--- src/rtl/gray_pkg.sv ---
// Shared types and helpers for the serial Gray encoder/decoder pair.
package gray_pkg;

  localparam int WIDTH_DEF = 5;

  typedef enum logic [1:0] {
    S_MSB = 2'd0,
    S_MID = 2'd1,
    S_LSB = 2'd2
  } state_t;

  function automatic logic [31:0] bin2gray(input logic [31:0] b);
    return b ^ (b >> 1);
  endfunction

endpackage

--- src/rtl/bin_gray_serial_fsm_if.sv ---
// Serial bit stream in, serial Gray stream plus assembled word out.
interface bin_gray_serial_fsm_if #(
  parameter int WIDTH = gray_pkg::WIDTH_DEF
) ();

  logic             in_valid;
  logic             in;
  logic             out_valid;
  logic             out;
  logic             frame_first;
  logic             word_valid;
  logic [WIDTH-1:0] word_out;

  modport master (
    output in_valid, in,
    input  out_valid, out, frame_first, word_valid, word_out
  );

  modport slave (
    input  in_valid, in,
    output out_valid, out, frame_first, word_valid, word_out
  );

endinterface

--- src/rtl/bin_gray_serial_fsm.sv ---
// Serial MSB-first binary-to-Gray encoder with parallel word assembly; one cycle latency.
// No backpressure: a bit is consumed on every in_valid edge, stalls simply hold state.
module bin_gray_serial_fsm
  import gray_pkg::*;
#(
  parameter int WIDTH = WIDTH_DEF
) (
  input  logic                  clk,
  input  logic                  rst,
  bin_gray_serial_fsm_if.slave  bus
);

  localparam int IW = (WIDTH > 2) ? $clog2(WIDTH) : 1;

  state_t           state, state_nxt;
  logic [IW-1:0]    idx, idx_nxt;
  logic             prev, prev_nxt;
  logic             gbit;
  logic             last;
  logic [WIDTH-2:0] shreg;
  logic [WIDTH-1:0] shift_nxt;

  always_ff @(posedge clk) begin
    if (rst) begin
      state <= S_MSB;
      idx   <= '0;
      prev  <= 1'b0;
    end else begin
      state <= state_nxt;
      idx   <= idx_nxt;
      prev  <= prev_nxt;
    end
  end

  always_comb begin
    state_nxt = state;
    idx_nxt   = idx;
    prev_nxt  = prev;
    last      = 1'b0;
    // MSB never looks at prev, so a stale value can't leak across frames
    gbit      = (state == S_MSB) ? bus.in : (bus.in ^ prev);
    case (state)
      S_MSB: begin
        if (bus.in_valid) begin
          state_nxt = (WIDTH == 2) ? S_LSB : S_MID;
          idx_nxt   = IW'(1);
          prev_nxt  = bus.in;
        end
      end
      S_MID: begin
        if (bus.in_valid) begin
          idx_nxt  = idx + IW'(1);
          prev_nxt = bus.in;
          if (idx == IW'(WIDTH - 2)) state_nxt = S_LSB;
        end
      end
      S_LSB: begin
        if (bus.in_valid) begin
          state_nxt = S_MSB;
          idx_nxt   = '0;
          prev_nxt  = 1'b0;
          last      = 1'b1;
        end
      end
      default: begin
        state_nxt = S_MSB;
        idx_nxt   = '0;
        prev_nxt  = 1'b0;
      end
    endcase
  end

  assign shift_nxt = {shreg, gbit};

  always_ff @(posedge clk) begin
    if (rst) begin
      bus.out_valid   <= 1'b0;
      bus.out         <= 1'b0;
      bus.frame_first <= 1'b0;
      bus.word_valid  <= 1'b0;
      bus.word_out    <= '0;
      shreg           <= '0;
    end else begin
      bus.out_valid   <= bus.in_valid;
      bus.frame_first <= bus.in_valid && (state == S_MSB);
      bus.word_valid  <= last;
      if (bus.in_valid) begin
        bus.out <= gbit;
        shreg   <= shift_nxt[WIDTH-2:0];
      end
      if (last) bus.word_out <= shift_nxt;
    end
  end

endmodule

--- src/flat_wrapper.sv ---
// flat-port wrapper written by rule: the top's interface ports become plain ports
module bin_gray_serial_fsm_flat import gray_pkg::*;
#(
  parameter int WIDTH = WIDTH_DEF
)
  (clk, rst, bus_in_valid, bus_in, bus_out_valid, bus_out, bus_frame_first, bus_word_valid, bus_word_out);
  bin_gray_serial_fsm_if #(.WIDTH(WIDTH)) bus_i ();
  input  logic clk;
  input  logic rst;
  input wire logic [$bits(bus_i.in_valid)-1:0] bus_in_valid;
  input wire logic [$bits(bus_i.in)-1:0] bus_in;
  output wire logic [$bits(bus_i.out_valid)-1:0] bus_out_valid;
  output wire logic [$bits(bus_i.out)-1:0] bus_out;
  output wire logic [$bits(bus_i.frame_first)-1:0] bus_frame_first;
  output wire logic [$bits(bus_i.word_valid)-1:0] bus_word_valid;
  output wire logic [$bits(bus_i.word_out)-1:0] bus_word_out;
  assign bus_i.in_valid = bus_in_valid;
  assign bus_i.in = bus_in;
  assign bus_out_valid = bus_i.out_valid;
  assign bus_out = bus_i.out;
  assign bus_frame_first = bus_i.frame_first;
  assign bus_word_valid = bus_i.word_valid;
  assign bus_word_out = bus_i.word_out;
  bin_gray_serial_fsm #(.WIDTH(WIDTH)) u_core (.clk(clk), .rst(rst), .bus(bus_i));
endmodule
--- config.mk ---
export PLATFORM = sky130hd
export DESIGN_NAME = bin_gray_serial_fsm_flat
export DESIGN_NICKNAME = d
export VERILOG_FILES = /design/src/rtl/gray_pkg.sv /design/src/rtl/bin_gray_serial_fsm_if.sv /design/src/rtl/bin_gray_serial_fsm.sv /design/src/flat_wrapper.sv
export SDC_FILE = /design/constraint.sdc
export NUM_CORES = 1
export LEC_CHECK = 0
export CORE_AREA = 2 2 42 44
export DETAILED_ROUTE_END_ITERATION = 8
export DIE_AREA = 0 0 44 46
export PLACE_DENSITY_LB_ADDON = 0.25
export SLEW_MARGIN = 0
export SYNTH_ARGS = -nofsm -noshare
export SYNTH_HDL_FRONTEND = slang
export SYNTH_SLANG_ARGS = --single-unit
--- constraint.sdc ---
create_clock -name clk -period 1.7 [get_ports clk]
set_input_delay 0.17 -clock clk [delete_from_list [all_inputs] [get_ports clk]]
set_output_delay 0.17 -clock clk [all_outputs]
set_load 0.01 [all_outputs]
==> results.json <==
{
  "synth_area_leaders": "dfxtp_1 (48%), mux2i_1 (13%), nor2_1 (6.1%)",
  "critical-path-max-stage-delay_ns": 0.55,
  "yosysTopAreaCell": "dfxtp_1",
  "drtIter0Drc": 11,
  "cp_slowest_cell": "clkdlybuf4s50_1",
  "syn_to_final_growth_pct": 19.4,
  "cts_resized": 0,
  "fillCellCount": 143,
  "path_buf_inv": 1,
  "coreArea_um2": 1610,
  "worst-endpoint-required_ns": 1.53,
  "drv_cap": 0,
  "viasPerCell": 5.09,
  "yosysMostFrequentCell": "dfxtp_1",
  "tightest_slew_ns": 0.410,
  "tritoncts": "built",
  "track_usage": 0.136,
  "synth_seq_cells": 18,
  "synth_common_cells": "dfxtp_1 (18), nor2_1 (12), mux2i_1 (10), inv_1 (3)",
  "worstHoldStart": "u_core.bus.word_out[2]",
  "die_area_um2": 2020,
  "cp.arrival_ns": 1.22,
  "synth.net_count": 77,
  "crit_path_start_kind": "flip-flop",
  "grt_pass1_vias": 434,
  "synth_cell_types": 27,
  "grt_first_pass_wirelength_mm": 1.91,
  "peakVddDrop_v": 0.000575,
  "end_kind": "primary output",
  "drc": 0,
  "path_clk_slew_ns": 0.10,
  "finalCritPeriodShare": 0.815,
  "fin_skew_ns": 0.00253,
  "synth_edf_count": 0,
  "critical_path_peak_fanout": 4,
  "drive_gt1_frac": 0.0952,
  "cp-startpoint": "u_core.shreg[0]",
  "clock-sinks": 18,
  "crit_chain": "clkdlybuf4s50_1",
  "slew_violations": 0,
  "place_inst": 97,
  "clkLatencyLatePin_ns": 0.29,
  "power_density_nw_per_um2": 865,
  "post_drt_wl_per_cell_um": 11.6,
  "r2r_start": "u_core.idx[0]",
  "wirelength_mm": 1.17,
  "cts_setup_buffers": 0,
  "final_cells": 101,
  "synth_cells": 71,
  "diodes": 0,
  "fp.dieW_um": 44,
  "hold_path.class": "flip-flop to flip-flop",
  "status": "finished, final reports clean",
  "yosysSeqAreaShare": 0.485,
  "hold_viol_final": 0,
  "synthFlopType": "dfxtp_1",
  "htreeDepth": 1,
  "fin_hold_ws_ns": 0.502,
  "vias": 514,
  "boundaryPins": 13,
  "postPlaceCellArea_um2": 851,
  "final_area_um2": 887,
  "highest_layer": "met4",
  "fin_tns_setup_ns": 0,
  "syn-cell-area_um2": 743,
  "wl_met2_um": 500,
  "final_nets": 91,
  "grt_max_degree": 13,
  "avgSynthCellArea_um2": 10.5,
  "gp_congestion": 0.731,
  "dr_wl_met3_um": 51,
  "rows": 15,
  "drtPass1Iterations": 4,
  "ant_nets": 0,
  "root_buffer": "clkbuf_4",
  "worst-setup-path-type": "flip-flop to primary output",
  "cts_buffers": 3,
  "rsz0062_at_grt": "no",
  "initial_utilization": 0.460,
  "wirelength_met1_um": 588,
  "fin_util": 0.550,
  "path_delay_family": "buffers and inverters",
  "fmax_mhz": 721,
  "yosysTopAreaCellShare": 0.485,
  "ctsHoldBuffers": 0,
  "finalSetupViolations": 0,
  "async_flop_share": 0,
  "p_leak_nw": 0.385,
  "overflow": 0,
  "antenna_found_initial": 0,
  "clock_path_buffers": 2,
  "period_minus_slack_ns": 1.39,
  "portBuffers": 12,
  "yosysWarnings": 0,
  "die_y_um": 46,
  "slew_headroom": 0.726,
  "place_hpwl_um": 824
}
-- power breakdown --
group          total (mW)  switching (mW)  internal [mW]
sequential          0.446          0.0122          0.434
combinational      0.0611          0.0286         0.0325
clock               0.260           0.130          0.130
-- stage by stage --
step / power (mW) / worst slack [ns]
4_1_cts: 0.774 / 0.298
2_1_floorplan: 0.498 / 0.423
3_5_place_dp: 0.517 / 0.137
3_3_place_gp: 0.517 / 0.218
5_1_grt: 0.801 / 0.231
6_report: 0.767 / 0.314
-- cell families (layout without fill, tap and decap cells) --
group           count (synthesis)  after routing  synth area share
buf+inv                         8             21            0.0808
compound gates                  9              9            0.0875
xor+xnor                        2              2            0.0236
fa+ha+maj                       2              2            0.0337
mux                            10             10             0.135
simple gates                   22             22             0.155
flops                          18             18             0.485
-- placed cells by master, fill, tap and decap left out, types with 2 or more instances in the layout --
cell type        netlist  layout
mux2i_1               10      10
a211oi_1               2       2
ha_1                   2       2
inv_1                  3       3
clkbuf_4               0       3
a211o_1                2       2
nor2_1                12      12
xor2_1                 2       2
buf_4                  1       2
clkdlybuf4s50_1        0      12
dfxtp_1               18      18
-- path summary, 6_finish.rpt --
kind	endpoint	slack [ns]	depth (start not counted)
setup / recovery	bus_out	0.31	1
setup reg to reg	u_core.idx[2]	0.34	4
hold / removal	u_core.bus.word_out[2]	0.50	2
hold reg to reg	u_core.bus.word_out[2]	0.50	2
-- worst min-delay path, cell delays in order (launching register included) --
cell and delay (ns):
dfxtp_1 0.34, mux2i_1 0.07, nor2_1 0.07
-- area by class of cell --
cell class,instances,area (um^2),area share
clock buffers,4,36.3,0.0409
inverters,3,11.3,0.0127
multi-input cells,45,323,0.364
flip-flops and latches,18,360,0.406
well taps,17,21.3,0.0240
repair buffers,14,135,0.152
-- routing by layer --
| layer | up-vias | track usage |
|---|---|---|
| met4 | 0 | 0.109 |
| met1 | 229 | 0.189 |
| met5 | - | 0 |
| li1 | 269 | - |
| met2 | 12 | 0.182 |
| met3 | 4 | 0.0238 |
-- registers in the layout, indices dropped and copies added, names as in the netlist --
name / flops
u_core.bus.word_out: 5
u_core.shreg: 4
u_core.idx: 3
u_core.state: 2
u_core.bus.frame_first: 1
u_core.bus.out_valid: 1
u_core.bus.word_valid: 1
u_core.prev: 1
(Power assumes the default switching activity.)
